==> src/rtl/alu_arbiter.sv <==
// Round-robin arbiter sharing one external ALU between two requesters, with registered
// operands/results and per-requester valid/ready handshakes and completion counters.
module alu_arbiter #(
  parameter int WIDTH     = 64,
  parameter int CNT_WIDTH = 16
) (
  input  logic                   clock,
  input  logic                   reset_n,
  input  logic [1:0]             req_valid,
  output logic [1:0]             req_ready,
  input  logic [9:0]             req_fs,
  input  logic [2*WIDTH-1:0]     req_a,
  input  logic [2*WIDTH-1:0]     req_b,
  input  logic [1:0]             req_cin,
  output logic [1:0]             rsp_valid,
  input  logic [1:0]             rsp_ready,
  output logic [WIDTH-1:0]       rsp_data,
  output logic [3:0]             rsp_status,
  output logic                   rsp_cout,
  output logic [4:0]             alu_fs,
  output logic [WIDTH-1:0]       alu_a,
  output logic [WIDTH-1:0]       alu_b,
  output logic                   alu_cin,
  input  logic [WIDTH-1:0]       alu_f,
  input  logic                   alu_cout,
  input  logic [3:0]             alu_status,
  output logic [2*CNT_WIDTH-1:0] ops_done
);

  // state | meaning
  // IDLE  | arbitrating, req_ready driven to the winner
  // EXEC  | operands held on alu_*, result captured at the end of the cycle
  // RESP  | result presented to the owner until it takes it
  typedef enum logic [1:0] {IDLE, EXEC, RESP} state_t;

  state_t               state, state_nxt;
  logic                 last_grant;
  logic                 owner;
  logic                 grant_any;
  logic                 grant_idx;
  logic                 rsp_ack;
  logic [CNT_WIDTH-1:0] cnt0, cnt1;

  assign grant_any = |req_valid;
  // On a tie the requester that did not win last time gets the ALU.
  assign grant_idx = (&req_valid) ? ~last_grant : req_valid[1];
  assign rsp_ack   = rsp_ready[owner];
  assign ops_done  = {cnt1, cnt0};

  always_ff @(posedge clock or negedge reset_n) begin
    if (!reset_n) state <= IDLE;
    else          state <= state_nxt;
  end

  always_comb begin
    state_nxt = state;
    case (state)
      IDLE:    if (grant_any) state_nxt = EXEC;
      EXEC:    state_nxt = RESP;
      RESP:    if (rsp_ack) state_nxt = IDLE;
      default: state_nxt = IDLE;
    endcase
  end

  always_comb begin
    req_ready = 2'b00;
    if (state == IDLE && grant_any) req_ready = grant_idx ? 2'b10 : 2'b01;
  end

  always_ff @(posedge clock or negedge reset_n) begin
    if (!reset_n) begin
      alu_fs     <= '0;
      alu_a      <= '0;
      alu_b      <= '0;
      alu_cin    <= 1'b0;
      owner      <= 1'b0;
      last_grant <= 1'b1;
      rsp_valid  <= 2'b00;
      rsp_data   <= '0;
      rsp_status <= '0;
      rsp_cout   <= 1'b0;
      cnt0       <= '0;
      cnt1       <= '0;
    end else begin
      case (state)
        IDLE: if (grant_any) begin
          alu_fs     <= grant_idx ? req_fs[9:5] : req_fs[4:0];
          alu_a      <= grant_idx ? req_a[2*WIDTH-1:WIDTH] : req_a[WIDTH-1:0];
          alu_b      <= grant_idx ? req_b[2*WIDTH-1:WIDTH] : req_b[WIDTH-1:0];
          alu_cin    <= grant_idx ? req_cin[1] : req_cin[0];
          owner      <= grant_idx;
          last_grant <= grant_idx;
        end
        EXEC: begin
          rsp_data   <= alu_f;
          rsp_status <= alu_status;
          rsp_cout   <= alu_cout;
          rsp_valid  <= owner ? 2'b10 : 2'b01;
        end
        RESP: if (rsp_ack) begin
          rsp_valid <= 2'b00;
          if (owner) cnt1 <= cnt1 + 1'b1;
          else       cnt0 <= cnt0 + 1'b1;
        end
        default: ;
      endcase
    end
  end

endmodule

==> config.mk <==
export PLATFORM = sky130hd
export DESIGN_NAME = alu_arbiter
export DESIGN_NICKNAME = d
export VERILOG_FILES = /design/src/rtl/alu_arbiter.sv
export SDC_FILE = /design/constraint.sdc
export NUM_CORES = 1
export LEC_CHECK = 0
export ABC_CLOCK_PERIOD_IN_PS = 1670
export CAP_MARGIN = 20
export CORE_AREA = 2 2 223 225
export CTS_CLUSTER_SIZE = 16
export DETAILED_ROUTE_END_ITERATION = 7
export DIE_AREA = 0 0 225 227
export GPL_ROUTABILITY_DRIVEN = 0
export PLACE_DENSITY = 0.58
export SYNTH_ARGS = -nofsm -noshare
export SYNTH_HDL_FRONTEND = slang
export SYNTH_SLANG_ARGS = --single-unit
export TNS_END_PERCENT = 20
==> constraint.sdc <==
create_clock -name clock -period 1.67 [get_ports clock]
set_clock_uncertainty 0.15 [all_clocks]
set_input_delay 0.167 -clock clock [delete_from_list [all_inputs] [get_ports clock]]
set_output_delay 0.167 -clock clock [all_outputs]
set_load 0.01 [all_outputs]
==> flow_summary.json <==
{
  "syn_inst": 885,
  "critPathTopFamily": "flip-flops",
  "cap_violations": 0,
  "cp_common_cell": "buf_6",
  "cts_buffers": 27,
  "worstPathCellList": "nand2b_1 > and3_4 > buf_6 > buf_6",
  "cts.sinks": 241,
  "violations": "setup timing",
  "synth_cell_type_count": 29,
  "root_buffer": "clkbuf_16",
  "seqPwrFrac": 0.333,
  "pre_cts_slack_ps": -407,
  "dp.cells": 2096,
  "outcome": "finished with violations",
  "rsz0062_at_grt": "yes",
  "placed_area_um2": 16800,
  "io_buffers": 581,
  "drive_above_1_share": 0.104,
  "synth_area_um2": 9650,
  "antenna_found_initial": 3,
  "worstPathMaxFanout": 3,
  "syn-num-nets": 1230,
  "slew_viol_final": 0,
  "worst_slack_ps": -248,
  "grt_max_degree": 109,
  "avgSynthCellArea_um2": 10.9,
  "p_int_w": 0.0189,
  "cp.arrival_ps": 1600,
  "pin_count": 582,
  "ys_ff_latch": 241,
  "die_w_um": 225,
  "slowest_stage": "dfstp_2",
  "fmax_mhz": 521,
  "grt_overflow_total": 0,
  "fin_cells": 2238,
  "area_growth_pct": 91.5,
  "start_util": 0.199,
  "worst-setup-path-type": "reg2out",
  "clk_path_buf_depth": 3,
  "synth_seq_area_share": 0.625,
  "die_y_um": 227,
  "hp-start": "alu_f[13]",
  "first_pass_iters": 8,
  "startpoint_type": "flip-flop",
  "fin_area_um2": 18500,
  "clk_latency_ps": 550,
  "wl_per_cell_um": 18.6,
  "max-slew-margin-rel": 0.674,
  "setup_viol": 138,
  "nFillCells": 4833,
  "drt_wl_total_um": 41500,
  "viasPerCell": 4.42,
  "hp-class": "in2reg",
  "core-area_um2": 48500,
  "fin_crit_sh": 1.15,
  "final_nets": 1940,
  "p_switching_w": 0.0110,
  "ir_drop_uv": 679,
  "cp-end-kind": "primary output",
  "drc": 0,
  "p_leak_nw": 9.24,
  "crit_start": "last_grant",
  "dieArea_um2": 51100,
  "worstPathRequired_ps": 1350,
  "finalHoldViolCount": 0,
  "grtUsageTotal": 0.148,
  "clkTransAtPathRegs_ps": 60,
  "ant_nets": 0,
  "grt_pass1_wl_um": 59100,
  "p_per_area_nw_per_um2": 1620,
  "htree_levels": 1,
  "comb_power_share": 0.467,
  "tightest_slew_ps": 489,
  "yosys_warnings": 0,
  "hpwl_um": 29500,
  "worstReg2RegStart": "last_grant",
  "worst_path_largest_cell_delay_ps": 540,
  "min_period_ps": 1920,
  "r2r_setup_slack_ps": -200,
  "cp_num_buf_inv": 2,
  "cts_tree": "done",
  "vias": 9899,
  "p_clk_frac": 0.200,
  "switching_share": 0.368,
  "grt_pass1_vias": 10200,
  "drtIter0Drc": 1053,
  "placementRows": 81
}
## metrics by stage
stage	TNS (ps)	util	hold slack (ps)	power [W]
after detailed placement	-42030	0.346	-6.01	0.0248
after floorplan	-773	-	-279	0.0159
after CTS	-22720	0.375	6.39	0.0295
final	-17080	0.381	31.0	0.0299
after global placement	-41620	0.346	-7.49	0.0246
after global routing	-31550	0.381	22.6	0.0318
## worst paths after layout
check | end | depth (start not counted)
setup / recovery | req_ready[0] | 4
hold / removal | rsp_data[13] | 3
setup reg to reg | alu_a[10] | 7
hold reg to reg | cnt1[15] | 1
max in group asynchronous | cnt0[0] | 4
min in group asynchronous | cnt0[14] | 3
## final cells by class
class,count,area (µm²),area share
timing repair buffer,744,7380,0.399
sequential,241,6040,0.327
multi-input combinational,446,2890,0.157
tap,622,778,0.0421
clock buffer,37,773,0.0418
inverter,135,507,0.0274
clock inverter,10,106,0.00575
antenna,3,7.51,0.000406
## state kept, by name, indices dropped and copies added (netlist names)
signal	flops
alu_a	64
alu_b	64
rsp_data	64
cnt0	16
cnt1	16
alu_fs	5
rsp_status	4
rsp_valid	2
state	2
alu_cin	1
last_grant	1
owner	1
rsp_cout	1
## synthesized netlist by cell type
| library cell | number | area [µm²] |
|---|---|---|
| ha_1 | 2 | 25.0 |
| nand4bb_1 | 1 | 11.3 |
| nor3_1 | 2 | 10.0 |
| and4bb_2 | 1 | 12.5 |
| nand3_1 | 10 | 50.1 |
| buf_1 | 5 | 18.8 |
| nor2_1 | 2 | 7.51 |
| o21ai_0 | 2 | 10.0 |
| and3_1 | 5 | 31.3 |
| inv_1 | 135 | 507 |
| nand2_1 | 232 | 871 |
| nor3b_1 | 1 | 7.51 |
| buf_6 | 6 | 67.6 |
| a21o_1 | 2 | 15.0 |
| dfstp_2 | 1 | 26.3 |
| clkbuf_1 | 50 | 188 |
| xnor2_1 | 26 | 228 |
| xor2_1 | 4 | 35.0 |
| nand4b_2 | 1 | 15.0 |
| a222oi_1 | 134 | 1340 |
| nand4b_1 | 1 | 8.76 |
| nand4_1 | 7 | 43.8 |
| and4_1 | 6 | 52.6 |
| buf_2 | 2 | 10.0 |
| nand2b_1 | 3 | 18.8 |
| dfrtp_1 | 240 | 6010 |
| nor4_2 | 2 | 25.0 |
| o22ai_1 | 1 | 6.26 |
| nor2b_1 | 1 | 6.26 |
## kinds of logic after synthesis
kind of cell | after synthesis | share of synthesized area
buffers and inverters | 198 | 0.0819
adders and majority gates | 2 | 0.00259
AOI/OAI and AO/OA | 139 | 0.142
xor gates and xnor gates | 30 | 0.0272
DFF | 241 | 0.625
and+or+nand+nor | 275 | 0.121
## cells in the final DEF (no fill, tap or decap), types with 2 or more instances in the layout
master / instances
a222oi_1: 134
clkbuf_1: 4
buf_4: 52
nand4_1: 7
diode_2: 3
clkbuf_16: 33
dfrtp_2: 6
dfrtp_1: 234
buf_8: 2
nand3_1: 10
clkdlybuf4s50_1: 341
clkbuf_8: 6
xor2_1: 4
clkinv_2: 6
and4_1: 5
nor4_2: 2
nand2_1: 232
clkdlybuf4s15_1: 3
buf_12: 20
buf_6: 16
nand2b_1: 2
clkbuf_2: 2
and3_4: 2
buf_2: 4
inv_1: 135
buf_16: 2
ha_1: 2
dlygate4sd2_1: 228
xnor2_1: 26
bufinv_16: 2
dlygate4sd3_1: 67
a21o_1: 2
and3_1: 3
## what timing repair did
action                                 4_1_cts  5_1_grt
cloned                                       1        7
endpoints found under the hold margin      306        0
hold buffers                                67        0
gates resized for setup                    278       28
pin swaps                                   68       12
setup endpoints to repair                  388      157
buffers inserted                            10        8
## tightest hold or removal path, delay by kind of cell
kind,cells,cell delay (ps)
buf+inv,1,400
simple gates,2,120
## metal layers
metal	track usage	wire length, µm	up-vias
li1	-	-	4543
met1	0.173	16100	4838
met2	0.262	20600	449
met3	0.0376	3540	67
met4	0.0543	1270	2
met5	0	13	-
## power groups by stage
| stage | Sequential (W) | Combinational (W) | Clock [W] |
|---|---|---|---|
| floorplan | 0.0110 | 0.00488 | 0 |
| finish | 0.00993 | 0.0140 | 0.00598 |
| CTS | 0.00991 | 0.0135 | 0.00617 |
| global placement | 0.00999 | 0.0146 | 0 |
| detailed placement | 0.0100 | 0.0148 | 0 |
| global route | 0.0102 | 0.0152 | 0.00638 |
No activity file was read; power rests on OpenSTA's default activity.
